===== src/rtl/demux_driver_if.sv =====
// rtl/demux_driver_if.sv - word handshake and serial demux drive bundle for demux_driver.
interface demux_driver_if;
  logic [3:0] data_in;
  logic       data_valid;
  logic       data_ready;
  logic       inp;
  logic [1:0] sel;
  logic       busy;
  logic       done;
  logic [7:0] word_cnt;

  modport master (
    output data_in, data_valid,
    input  data_ready, inp, sel, busy, done, word_cnt
  );

  modport slave (
    input  data_in, data_valid,
    output data_ready, inp, sel, busy, done, word_cnt
  );
endinterface


===== src/rtl/demux_driver.sv =====
// rtl/demux_driver.sv - serialises a 4-bit word onto a 1:4 demux, HOLD cycles per channel.
module demux_driver #(
  parameter int HOLD = 1
) (
  input  logic           clk,
  input  logic           rst,
  demux_driver_if.slave  bus
);

  typedef enum logic [1:0] {IDLE, DRIVE, DONE} state_t;

  localparam logic [3:0] HOLD_LAST = 4'(HOLD - 1);

  state_t     state_q, state_d;
  logic [3:0] data_q, data_d;
  logic [3:0] cnt_q, cnt_d;
  logic [1:0] sel_q, sel_d;
  logic       inp_q, inp_d;
  logic       busy_q, busy_d;
  logic       done_q, done_d;
  logic       ready_q, ready_d;
  logic [7:0] word_cnt_q, word_cnt_d;

  always_ff @(posedge clk or posedge rst) begin
    if (rst) begin
      state_q    <= IDLE;
      data_q     <= 4'd0;
      cnt_q      <= 4'd0;
      sel_q      <= 2'd0;
      inp_q      <= 1'b0;
      busy_q     <= 1'b0;
      done_q     <= 1'b0;
      ready_q    <= 1'b1;
      word_cnt_q <= 8'd0;
    end else begin
      state_q    <= state_d;
      data_q     <= data_d;
      cnt_q      <= cnt_d;
      sel_q      <= sel_d;
      inp_q      <= inp_d;
      busy_q     <= busy_d;
      done_q     <= done_d;
      ready_q    <= ready_d;
      word_cnt_q <= word_cnt_d;
    end
  end

  always_comb begin
    state_d = state_q;
    data_d  = data_q;
    cnt_d   = cnt_q;
    sel_d   = sel_q;
    case (state_q)
      IDLE: begin
        if (bus.data_valid && ready_q) begin
          data_d  = bus.data_in;
          sel_d   = 2'd0;
          cnt_d   = 4'd0;
          state_d = DRIVE;
        end
      end
      DRIVE: begin
        if (cnt_q == HOLD_LAST) begin
          cnt_d = 4'd0;
          if (sel_q == 2'd3) begin
            sel_d   = 2'd0;
            state_d = DONE;
          end else begin
            sel_d = sel_q + 2'd1;
          end
        end else begin
          cnt_d = cnt_q + 4'd1;
        end
      end
      DONE:    state_d = IDLE;
      default: state_d = IDLE;
    endcase
  end

  // Outputs are derived from the next state so every port comes straight from a flop.
  always_comb begin
    inp_d      = (state_d == DRIVE) ? data_d[sel_d] : 1'b0;
    busy_d     = (state_d != IDLE);
    done_d     = (state_d == DONE);
    ready_d    = (state_d == IDLE);
    word_cnt_d = word_cnt_q + {7'd0, (state_q == DRIVE) && (state_d == DONE)};
  end

  assign bus.data_ready = ready_q;
  assign bus.inp        = inp_q;
  assign bus.sel        = sel_q;
  assign bus.busy       = busy_q;
  assign bus.done       = done_q;
  assign bus.word_cnt   = word_cnt_q;

endmodule


===== src/flat_wrapper.sv =====
// flat-port wrapper written by rule: the top's interface ports become plain ports
module demux_driver_flat 
#(
  parameter int HOLD = 1
)
  (clk, rst, bus_data_in, bus_data_valid, bus_data_ready, bus_inp, bus_sel, bus_busy, bus_done, bus_word_cnt);
  demux_driver_if bus_i ();
  input  logic clk;
  input  logic rst;
  input wire logic [$bits(bus_i.data_in)-1:0] bus_data_in;
  input wire logic [$bits(bus_i.data_valid)-1:0] bus_data_valid;
  output wire logic [$bits(bus_i.data_ready)-1:0] bus_data_ready;
  output wire logic [$bits(bus_i.inp)-1:0] bus_inp;
  output wire logic [$bits(bus_i.sel)-1:0] bus_sel;
  output wire logic [$bits(bus_i.busy)-1:0] bus_busy;
  output wire logic [$bits(bus_i.done)-1:0] bus_done;
  output wire logic [$bits(bus_i.word_cnt)-1:0] bus_word_cnt;
  assign bus_i.data_in = bus_data_in;
  assign bus_i.data_valid = bus_data_valid;
  assign bus_data_ready = bus_i.data_ready;
  assign bus_inp = bus_i.inp;
  assign bus_sel = bus_i.sel;
  assign bus_busy = bus_i.busy;
  assign bus_done = bus_i.done;
  assign bus_word_cnt = bus_i.word_cnt;
  demux_driver #(.HOLD(HOLD)) u_core (.clk(clk), .rst(rst), .bus(bus_i));
endmodule

===== config.mk =====
export PLATFORM = sky130hd
export DESIGN_NAME = demux_driver_flat
export DESIGN_NICKNAME = d
export VERILOG_FILES = /design/src/rtl/demux_driver_if.sv /design/src/rtl/demux_driver.sv /design/src/flat_wrapper.sv
export SDC_FILE = /design/constraint.sdc
export NUM_CORES = 1
export LEC_CHECK = 0
export CAP_MARGIN = 15
export CORE_UTILIZATION = 44
export DETAILED_ROUTE_END_ITERATION = 7
export GPL_ROUTABILITY_DRIVEN = 0
export PLACE_DENSITY = 0.73
export REMOVE_ABC_BUFFERS = 1
export SLEW_MARGIN = 20
export SYNTH_ARGS = -nofsm -noshare
export SYNTH_HDL_FRONTEND = slang
export SYNTH_SLANG_ARGS = --single-unit
export TNS_END_PERCENT = 50

===== constraint.sdc =====
create_clock -name clk -period 2.1 [get_ports clk]
set_clock_uncertainty 0.15 [all_clocks]
set_input_delay 0.42 -clock clk [delete_from_list [all_inputs] [get_ports clk]]
set_output_delay 0.42 -clock clk [all_outputs]
set_load 0.01 [all_outputs]

==> summary.txt, run 1 <==
Outcome
  • Outcome: complete, no violations

Logic synthesis
  • Sequential area share after synthesis: between 50% and 60%
  • Synth cell types: 31
  • Mapped Cells: 90
  • Area share of the largest cell type after synthesis: a little under three fifths
  • Yosys warning count: 0
  • EDFF count, synth: 0
  • Seq cells post-synth: 24
  • Main synth FF type: dfrtp_1
  • Synth top area cells: dfrtp_1, ha_1, mux2_2, o21ai_0, xnor2_1
  • Avg Cell Area, Syn: around 12 um^2
  • Fraction of registers with async set/reset: between 90% and 100%
  • Post-Syn Area: 1050 um^2
  • Synth area leader: dfrtp_1

Global routing
  • Pin count of the biggest net entering global routing: 25
  • Global-route wire length before repair: roughly 3.6 mm
  • Gr ovfl total: 0
  • Initial antenna violation count: 0
  • Vias in the first global route: between 800 and 900
  • Total track usage: around a fifth

CTS
  • TritonCTS clock tree: done
  • Clock root cell: clkbuf_4
  • Clock Latency Late Sink: around 310 ps
  • H-tree levels: 1
  • Post-cts hold buffer count: 0
  • Clock sink count: 24
  • CTS buffer count: 3
  • Bufs on Longest Clock Path: 2
  • Reg clk slew, reported paths: ~140 ps

Final layout
  • Area delta synth->final: 40.4%
  • Share of post-route cells with drive strength above 1: between 20% and 30%
  • Non-filler instance count after layout: 150
  • Multi-input gate area: 489 um^2
  • FF/Latch Area: ~600 um^2
  • ANT cells: 0
  • FILL cells: ~190
  • Layout Nets: 135

Place
  • PortBufs: 20
  • Detailed Place HPWL: 1.43 mm
  • Pre-CTS setup slack: -194 ps
  • Placed cells: about 150

Worst setup path
  • Crit path DAT: ~2100 ps
  • Worst Setup Path Type: reg2reg
  • Crit path buffers/inverters: 1
  • Worst Setup End Kind: flip-flop
  • Slowest CP cell: dfrtp_1
  • Crit-path cells: inv_2 -> ha_4 -> or3b_4 -> and3_4 -> a221o_1 -> mux2i_1 -> o22ai_1
  • Worst path required time: 2160 ps
  • Critical Path Fanout Max: 4
  • Cell class contributing the biggest share of worst-path delay: simple AND/OR/NAND/NOR gates
  • Startpoint types: flip-flop
  • Slowest stage delay, CP: 420 ps

Route
  • Drt drc: 0
  • WL per Instance: roughly 13 um
  • Via density: 5.14
  • DRT iter0 DRCs: 13
  • Total wire length: about 2.0 mm
  • Routed via count: roughly 770
  • Antenna viol nets, final: 0
  • Pre-antenna DRT Iters: 4

STA
  • Final period utilization: a little over nine tenths
  • Slew headroom: about 80%
  • Final min period: approximately 2000 ps
  • FMAX: 493 MHz
  • Slew @ Worst Pin: roughly 300 ps
  • Endpoints failing hold: 0
  • Setup TNS: 0 ps
  • Final worst slack: 73.5 ps
  • # setup viols final: 0
  • Max Slew Vio Count: 0
  • RSZ-0062 raised after global routing: yes

Pwr
  • Leakage: 0.652 nW
  • Tot Pwr: ~1.9 mW
  • PwrDens: roughly 1300 nW/um^2
  • Worst vdd ir: 0.787 mV

Floorplanning
  • Die H: ~51 um
  • Ports: 21
  • Site row count: 17
  • Die span in x: between 50 and 60 um
  • Total core area: 2230 um^2
  • Initial Utilization: 46.8%
  • Die ar.: about 2600 um^2

Worst hold path
  • Worst hold path type: in2async

Flow run
  • Max cap viols: 0
-- report_power, final --
| group | internal [mW] | switching (mW) | total (mW) |
|---|---|---|---|
| sequential | 0.618 | 0.107 | 0.724 |
| combinational | 0.474 | 0.402 | 0.876 |
| clock | 0.193 | 0.138 | 0.331 |
-- final timing paths --
kind | endpoint | cells after the start | start | slack [ps]
max | u_core.bus.inp | 7 | u_core.cnt_q[1] | 70
min | u_core.bus.word_cnt[6] | 3 | rst | 290
max reg2reg | u_core.bus.inp | 7 | u_core.cnt_q[1] | 70
min reg2reg | u_core.bus.word_cnt[7] | 1 | u_core.bus.word_cnt[7] | 330
max in group asynchronous | u_core.bus.data_ready | 3 | rst | 1230
min in group clk | u_core.bus.word_cnt[7] | 1 | u_core.bus.word_cnt[7] | 330
-- cell families after synthesis --
logic type | synth area share [%]
buffers and inverters | 2.27
adder cells (fa/ha/maj) | 5.98
multiplexers | 6.22
XOR/XNOR | 5.02
flip-flops | 57.5
AND/OR/NAND/NOR | 15.0
AO/OA/AOI/OAI | 8.02
-- Yosys cell counts, drive strengths merged, types with 2 or more instances --
| cell | count |
|---|---|
| a21oi | 2 |
| and3 | 2 |
| dfrtp | 23 |
| ha | 5 |
| inv | 4 |
| mux2 | 4 |
| mux2i | 2 |
| nand2 | 8 |
| nand3 | 5 |
| nor2 | 5 |
| nor3 | 2 |
| o21ai | 7 |
| or2 | 2 |
| xnor2 | 4 |
| xor2 | 2 |
-- cells in the final DEF, fill, tap and decap left out, types with 2 or more instances in the layout --
cell type,instances
mux2i_1,2
ha_4,2
nand3_2,2
o21ai_0,7
dfrtp_1,23
nand3_1,3
ha_1,2
xor2_1,2
and3_4,2
clkbuf_4,3
inv_2,2
nor2_1,3
buf_4,10
nand2_1,7
clkdlybuf4s50_1,20
xnor2_1,4
inv_1,2
a21oi_1,2
mux2_2,4
-- routing by layer --
layer,vias to the layer above,GRT usage [%],wire length (um)
li1,374,-,-
met1,381,26.1,892
met2,14,29.8,996
met3,2,3.64,64
met4,0,8.80,26
met5,-,0,0
-- state kept, by name, summed over array words and instances, names as in the netlist --
name                   cells
u_core.bus.busy            1
u_core.bus.data_ready      1
u_core.bus.done            1
u_core.bus.inp             1
u_core.bus.sel             2
u_core.bus.word_cnt        8
u_core.cnt_q               4
u_core.data_q              4
u_core.state_q             2
-- worst min-delay path, cell delays in order --
cell and delay [ps]:
clkdlybuf4s50_1 400, inv_1 50, buf_4 290
-- timing repair --
item / CTS / global route
pin swaps: 6 / 6
buffers inserted: 0 / 0
endpoints found under the setup margin: 3 / 4
gates resized for setup: 11 / 6
-- stage by stage --
stage | cell area, um^2 | util, % | hold WS, ps
final | 1470 | 65.8 | 286
after detailed placement | 1350 | 60.3 | 316
after CTS | 1440 | 64.6 | 295
after floorplan | 1040 | - | 284
after global placement | 1350 | 60.3 | 312
after global routing | 1470 | 65.8 | 310
-- final cells by class --
type	instances	area share, %
clock buffer	3	1.53
sequential	24	41.0
tap	28	2.39
clock inverter	1	2.04
multi-input combinational	60	33.3
timing repair buffer	30	18.7
inverter	4	1.02
Note: power is estimated with default switching activity, not from simulation.
==> run 2, diff against run 1 <==
--- a/config.mk
+++ b/config.mk
@@ -11,6 +11,7 @@
 export GPL_ROUTABILITY_DRIVEN = 0
 export PLACE_DENSITY = 0.73
 export REMOVE_ABC_BUFFERS = 1
+export SKIP_LAST_GASP = 1
 export SLEW_MARGIN = 20
 export SYNTH_ARGS = -nofsm -noshare
 export SYNTH_HDL_FRONTEND = slang
==> constraint.sdc (replaced) <==
create_clock -name clk -period 1.8 [get_ports clk]
set_clock_uncertainty 0.15 [all_clocks]
set_input_delay 0.36 -clock clk [delete_from_list [all_inputs] [get_ports clk]]
set_output_delay 0.36 -clock clk [all_outputs]
set_load 0.01 [all_outputs]
==> run 2 against run 1 <==
Critical path type unchanged. Clock-buffer cell count unchanged. Register-to-register slack worse by 350 ps. The flow now finishes with violations (negative setup slack). Non-clock buffer count up 11. Via count up 5.2%. Die area unchanged. Sequential cell count unchanged.
==> summary.txt, run 2 (same netlist as run 1, synthesis figures left out) <==
Outcome
  • Outcome: finished with violations
  • Failing checks: negative setup slack

Place
  • Pre-CTS setup slack: -364 ps (-170 ps)
  • Detailed Place HPWL: 1.49 mm (+4.3%)
  • PortBufs: 20 (unchanged)

Global routing
  • Global-route wire length before repair: 3.52 mm (-2.3%)
  • GR Util met3: 1.82% (-1.8 points)
  • Vias in the first global route: 769 (-7.6%)
  • GR Layer Usage met2: 32.7% (+2.9 points)
  • Initial antenna violation count: 0 (unchanged)
  • Total track usage: 19.1% (-0.12 points)
  • Most used routing layer: met2
  • Pin count of the biggest net entering global routing: 25 (unchanged)
  • Met1 GRT Util: 24.0% (-2.1 points)
  • Gr ovfl total: 0 (unchanged)

CTS
  • Bufs on Longest Clock Path: 2 (unchanged)
  • Clock sink count: 24 (unchanged)
  • TritonCTS clock tree: done
  • Reg clk slew, reported paths: 130 ps (about the same)
  • Clock Latency Late Sink: 310 ps (about the same)
  • H-tree levels: 1 (unchanged)
  • Post-cts hold buffer count: 0 (unchanged)
  • CTS buffer count: 3 (unchanged)
  • Clock root cell: clkbuf_4

Final layout
  • Most common cell after layout, fill and taps aside: dfrtp_1
  • Area delta synth->final: 49.8%
  • Multi-input gate area: 484 um^2 (-1.0%)
  • Commonest non-fill, non-tap cells in the layout: dfrtp_1, buf_4, clkdlybuf4s50_1, nand2_1, o21ai_0
  • FF/Latch Area: 603 um^2 (+0.21%)
  • ANT cells: 0 (unchanged)
  • FILL cells: 169 (-8.6%)
  • Layout Nets: 146 (+8.1%)
  • Share of post-route cells with drive strength above 1: 34.6% (+5.9 points)
  • Core Util, Final: 70.1% (+4.4 points)
  • Max reg flops: 8 (unchanged)

Pwr
  • Int Power: 1.60 mW (+25%)
  • PwrDens: 1540 nW/um^2 (+17%)
  • Clk pwr share: 15.8% (-1.3 points)
  • Comb power frac: 49.6% (+4.2 points)
  • Sequential share of power: 34.6% (-2.9 points)
  • Net Sw Power: 814 uW (+26%)
  • Worst vdd ir: 1.08 mV (+37%)
  • Leakage: 0.770 nW (+18%)
  • Tot Pwr: 2.42 mW (+25%)
  • Sw Share: 33.7% (+0.21 points)

Floorplanning
  • Initial Utilization: 46.8% (unchanged)
  • Die ar.: 2580 um^2 (unchanged)
  • Total core area: 2230 um^2 (unchanged)
  • Site row count: 17 (unchanged)
  • Die span in x: 50.8 um (unchanged)
  • Die H: 50.8 um (unchanged)
  • Ports: 21 (unchanged)

Worst setup path
  • Worst setup path end: u_core.bus.word_cnt[7]
  • Critical Path Fanout Max: 2 (-2)
  • Critical path launch point: u_core.cnt_q[1]
  • Worst Setup End Kind: flip-flop
  • Crit path DAT: 2130 ps (+40 ps)
  • Startpoint types: flip-flop
  • Reg2reg start: u_core.cnt_q[1]
  • Worst Setup Path Type: reg2reg
  • Register-to-Register Path Depth: 10 (+3)
  • Worst R2R End: u_core.bus.word_cnt[7]
  • Worst path required time: 1860 ps (-300 ps)
  • Worst reg2reg setup slack: -270 ps (-350 ps)

STA
  • FMAX: 483 MHz (-2.2%)
  • Final worst slack: -272 ps (-345 ps)
  • RSZ-0062 raised after global routing: yes
  • Max Slew Vio Count: 0 (unchanged)
  • Worst hold margin: 204 ps (-82.6 ps)
  • Final period utilization: 115% (+19 points)
  • Endpoints failing hold: 0 (unchanged)
  • Setup TNS: -1430 ps (-1430 ps)
  • Slew headroom: 80.8% (+0.78 points)
  • Slew @ Worst Pin: 285 ps (-14.7 ps)
  • # setup viols final: 12 (+12)
  • Final min period: 2070 ps (+45.5 ps)

Route
  • Pre-antenna DRT Iters: 4 (unchanged)
  • Drt drc: 0 (unchanged)
  • Via density: 5.04 (-2.0%)
  • DRT iter0 DRCs: 23 (+10)
  • Total wire length: 2.19 mm (+11%)
  • Routed via count: 811 (+5.2%)
  • WL per Instance: 13.6 um (+3.0%)
  • Antenna viol nets, final: 0 (unchanged)

Flow run
  • Max cap viols: 0 (unchanged)

Worst hold path
  • Worst hold path type: in2async
==> run 2: power by group through the flow <==
stage               combinational [mW]  clock [mW]  sequential (mW)
detailed placement                1.03           0            0.839
global placement                 0.996           0            0.825
global route                      1.29       0.416            0.856
floorplan                        0.501           0            0.871
finish                            1.20       0.381            0.837
CTS                               1.14       0.389            0.842
==> run 2: final cells by class <==
| type | count | share of cell area (%) |
|---|---|---|
| sequential | 24 | 38.5 |
| tap | 28 | 2.24 |
| clock inverter | 1 | 1.92 |
| clock buffer | 3 | 1.44 |
| timing repair buffer | 41 | 24.0 |
| multi-input combinational | 60 | 30.9 |
| inverter | 4 | 0.958 |
==> run 2: through the flow <==
stage,area [um^2],std cells
finish,1570,161
detailed placement,1400,151
global route,1570,161
floorplan,1040,88
CTS,1520,158
global placement,1400,151
==> run 2: worst min-delay path by stage <==
stage               slack [ps]                     end  depth (start not counted)              startpoint
floorplan                  220         u_core.bus.busy                          1                     rst
global placement           320  u_core.bus.word_cnt[7]                          1  u_core.bus.word_cnt[7]
detailed placement         310  u_core.bus.word_cnt[7]                          1  u_core.bus.word_cnt[7]
CTS                        210         u_core.cnt_q[3]                          3                     rst
global route               200       u_core.state_q[1]                          3                     rst
finish                     200         u_core.cnt_q[3]                          3                     rst
==> run 2: timing repair <==
| item | in CTS | in global routing |
|---|---|---|
| setup endpoints to repair | 17 | 20 |
| pin swaps | 10 | 4 |
| hold endpoints to repair | 0 | 0 |
| buffers inserted | 3 | 3 |
| resized for setup | 16 | 6 |
==> run 2: critical path, stage by stage (launching register included) <==
cell and delay [ps]:
dfrtp_1 410, inv_2 90, ha_4 130, nor3b_4 210, nand2_1 90, nor2_1 100
ha_2 190, and3_1 170, nand3_2 80, or2_4 230, xnor2_1 110
==> run 2: routing by layer <==
layer  wire length (um)  vias up
met5                  0        -
met4                 55        0
met3                 84        6
met2               1100       20
met1                953      388
li1                   -      397
==> run 3, diff against run 2 <==
--- a/config.mk
+++ b/config.mk
@@ -5,11 +5,13 @@
 export SDC_FILE = /design/constraint.sdc
 export NUM_CORES = 1
 export LEC_CHECK = 0
+export ABC_AREA = 1
 export CAP_MARGIN = 15
-export CORE_UTILIZATION = 44
+export CORE_UTILIZATION = 45
 export DETAILED_ROUTE_END_ITERATION = 7
 export GPL_ROUTABILITY_DRIVEN = 0
-export PLACE_DENSITY = 0.73
+export HOLD_SLACK_MARGIN = 0.08
+export PLACE_DENSITY = 0.74
 export REMOVE_ABC_BUFFERS = 1
 export SKIP_LAST_GASP = 1
 export SLEW_MARGIN = 20
==> run 3 against run 2 <==
Via count rose by 10%. Worst setup slack better by 270 ps. Critical endpoint is now u_core.bus.word_cnt[6]. The flow still finishes with violations (negative setup slack). Routed wire length shrank 3.9%.
==> summary.txt, run 3 <==
Logic synthesis
  • Synth area leader: dfrtp_1
  • Seq cells post-synth: 24 (unchanged)
  • Main synth FF type: dfrtp_1
  • Synth top area cells: dfrtp_1, nand2_1, ha_1, inv_1, nand3_1
  • Avg Cell Area, Syn: 9.73 um^2 (-16%)
  • Count leader, synth: nand2_1
  • Post-Syn Area: 1080 um^2 (+3.2%)
  • Yosys warning count: 0 (unchanged)
  • Mapped Cells: 111 (+23%)
  • Area share of the largest cell type after synthesis: 53.3% (-1.7 points)
  • Synth cell types: 18 (-42%)
  • Fraction of registers with async set/reset: 100% (unchanged)
  • Sequential area share after synthesis: 55.7% (-1.8 points)
  • EDFF count, synth: 0 (unchanged)
  • Post-synth top cells: nand2_1, dfrtp_1, inv_1

Worst hold path
  • Worst hold path type: in2async

STA
  • Max Slew Vio Count: 0 (unchanged)
  • # setup viols final: 1 (-11)
  • Final worst slack: -0.496 ps (+272 ps)
  • FMAX: 555 MHz (+15%)
  • Endpoints failing hold: 0 (unchanged)
  • Slew headroom: 80.4% (-0.33 points)
  • Slew @ Worst Pin: 293 ps (+8.03 ps)
  • RSZ-0062 raised after global routing: yes
  • Worst hold margin: 213 ps (+9.21 ps)
  • Final period utilization: 100% (-15 points)
  • Final min period: 1800 ps (-272 ps)

Pwr
  • Worst vdd ir: 0.865 mV (-20%)
  • Leakage: 0.791 nW (+2.7%)
  • PwrDens: 1320 nW/um^2 (-14%)
  • Tot Pwr: 2.06 mW (-15%)

Route
  • WL per Instance: 11.4 um (-16%)
  • Pre-antenna DRT Iters: 4 (unchanged)
  • Total wire length: 2.11 mm (-3.9%)
  • Antenna viol nets, final: 0 (unchanged)
  • Drt drc: 0 (unchanged)
  • Routed via count: 893 (+10%)
  • DRT iter0 DRCs: 4 (-83%)
  • Via density: 4.83 (-4.2%)

Final layout
  • Commonest non-fill, non-tap cells in the layout: nand2_1, buf_4, dfrtp_1, clkdlybuf4s50_1, inv_1
  • Max reg flops: 8 (unchanged)
  • FF/Latch Area: 603 um^2 (unchanged)
  • Core Util, Final: 69.5% (-0.62 points)
  • Post-route cell area: 1550 um^2 (-0.88%)
  • Area delta synth->final: 43.8%
  • Non-filler instance count after layout: 185 (+15%)
  • Most common cell after layout, fill and taps aside: nand2_1
  • Share of post-route cells with drive strength above 1: 31.2% (-3.4 points)
  • FILL cells: 180 (+6.5%)
  • Layout Nets: 170 (+16%)
  • Multi-input gate area: 464 um^2 (-4.1%)
  • ANT cells: 0 (unchanged)

CTS
  • CTS buffer count: 3 (unchanged)
  • H-tree levels: 1 (unchanged)
  • Clock root cell: clkbuf_4
  • Clock sink count: 24 (unchanged)
  • Reg clk slew, reported paths: 130 ps (about the same)
  • Bufs on Longest Clock Path: 2 (unchanged)
  • Clock Latency Late Sink: 320 ps (about the same)
  • TritonCTS clock tree: done

Worst setup path
  • Crit path DAT: 1910 ps (-220 ps)
  • Slowest stage delay, CP: 400 ps (about the same)
  • Crit-path cells: inv_1 -> ha_4 -> nand2_2 -> nor3_2 -> ha_2 -> ha_2 -> nand3_2 -> nor2_2 -> xor2_1
  • Critical Path Fanout Max: 2 (unchanged)
  • Worst path required time: 1910 ps (+50 ps)
  • Most used cell along the critical path: ha_2
  • Worst reg2reg setup slack: -0.5 ps (+270 ps)
  • Worst Setup End Kind: flip-flop
  • Slowest CP cell: dfrtp_1
  • Startpoint types: flip-flop
  • Worst Setup Path Type: reg2reg

Place
  • Detailed Place HPWL: 1.54 mm (+3.2%)
  • PortBufs: 20 (unchanged)
  • Post-placement cell area: 1440 um^2 (+3.2%)
  • Placed cells: 176 (+17%)

Floorplanning
  • Initial Utilization: 48.3% (+1.5 points)
  • Ports: 21 (unchanged)
  • Die H: 51.0 um (+0.45%)
  • Site row count: 17 (unchanged)
  • Die span in x: 51.0 um (+0.45%)
  • Die ar.: 2600 um^2 (+0.91%)
  • Total core area: 2230 um^2 (unchanged)

Global routing
  • Vias in the first global route: 869 (+13%)
  • Gr ovfl total: 0 (unchanged)
  • Initial antenna violation count: 0 (unchanged)
  • Total track usage: 20.0% (+0.82 points)
  • Global-route wire length before repair: 3.70 mm (+5.1%)
  • Pin count of the biggest net entering global routing: 25 (unchanged)

Outcome
  • Failing checks: negative setup slack
  • Outcome: finished with violations

Flow run
  • Max cap viols: 0 (unchanged)
-- run 3: cell families after synthesis --
group	count (synthesis)	share of synthesized area, %
fa+ha+maj	5	5.79
simple gates	53	24.0
xor+xnor	8	6.49
flops	24	55.7
buf+inv	15	5.21
compound gates	6	2.78
-- run 3: critical path: cells and delay by family (launching register included) --
family                   cells  cell delay (ps)
XOR/XNOR                     1              150
adder cells (fa/ha/maj)      3              540
AND/OR/NAND/NOR              4              390
flip-flops                   1              400
buffers and inverters        1              100
-- run 3: final timing paths --
path / start / cells after the start / to
hold reg to reg: u_core.data_q[2] / 2 / u_core.data_q[2]
max in group asynchronous: rst / 3 / u_core.bus.data_ready
setup / recovery: u_core.cnt_q[0] / 9 / u_core.bus.word_cnt[6]
setup reg to reg: u_core.cnt_q[0] / 9 / u_core.bus.word_cnt[6]
min in group clk: u_core.data_q[2] / 2 / u_core.data_q[2]
hold / removal: rst / 3 / u_core.bus.word_cnt[7]
-- run 3: routing by layer --
layer  up-vias  track usage [%]  wire length [um]
met5         -                0                 0
met4         0             14.8                55
met3         5             3.57                67
met2        20             31.6              1030
met1       428             24.1               950
li1        440                -                 -
-- run 3: report_power, final --
part	internal [mW]	total (mW)	switching, mW	leakage [nW]
sequential	0.707	0.784	0.0779	0.307
clock	0.0869	0.248	0.161	0.0150
combinational	0.498	1.02	0.524	0.468
total	1.29	2.06	0.764	0.791
-- run 3: final cells by class --
| cell class | count | share of cell area, % |
|---|---|---|
| Sequential cell | 24 | 38.8 |
| Multi-Input combinational cell | 72 | 29.9 |
| Timing Repair Buffer | 42 | 23.7 |
| Inverter | 15 | 3.63 |
| Tap cell | 28 | 2.26 |
| Clock buffer | 4 | 1.69 |
-- run 3: repair_timing --
| item | in CTS | in global routing |
|---|---|---|
| cloned | 0 | 0 |
| resized for setup | 11 | 5 |
| pin swaps | 6 | 4 |
| setup buffers | 3 | 2 |
| endpoints found under the setup margin | 13 | 13 |
| hold buffers | 0 | 0 |
-- run 3: per-stage QoR --
step	setup slack, ps	setup TNS (ps)
2_1_floorplan	-40.7	-53.0
3_3_place_gp	-109	-227
3_5_place_dp	-193	-562
4_1_cts	-70.9	-306
5_1_grt	-111	-367
6_report	-0.496	-0.496
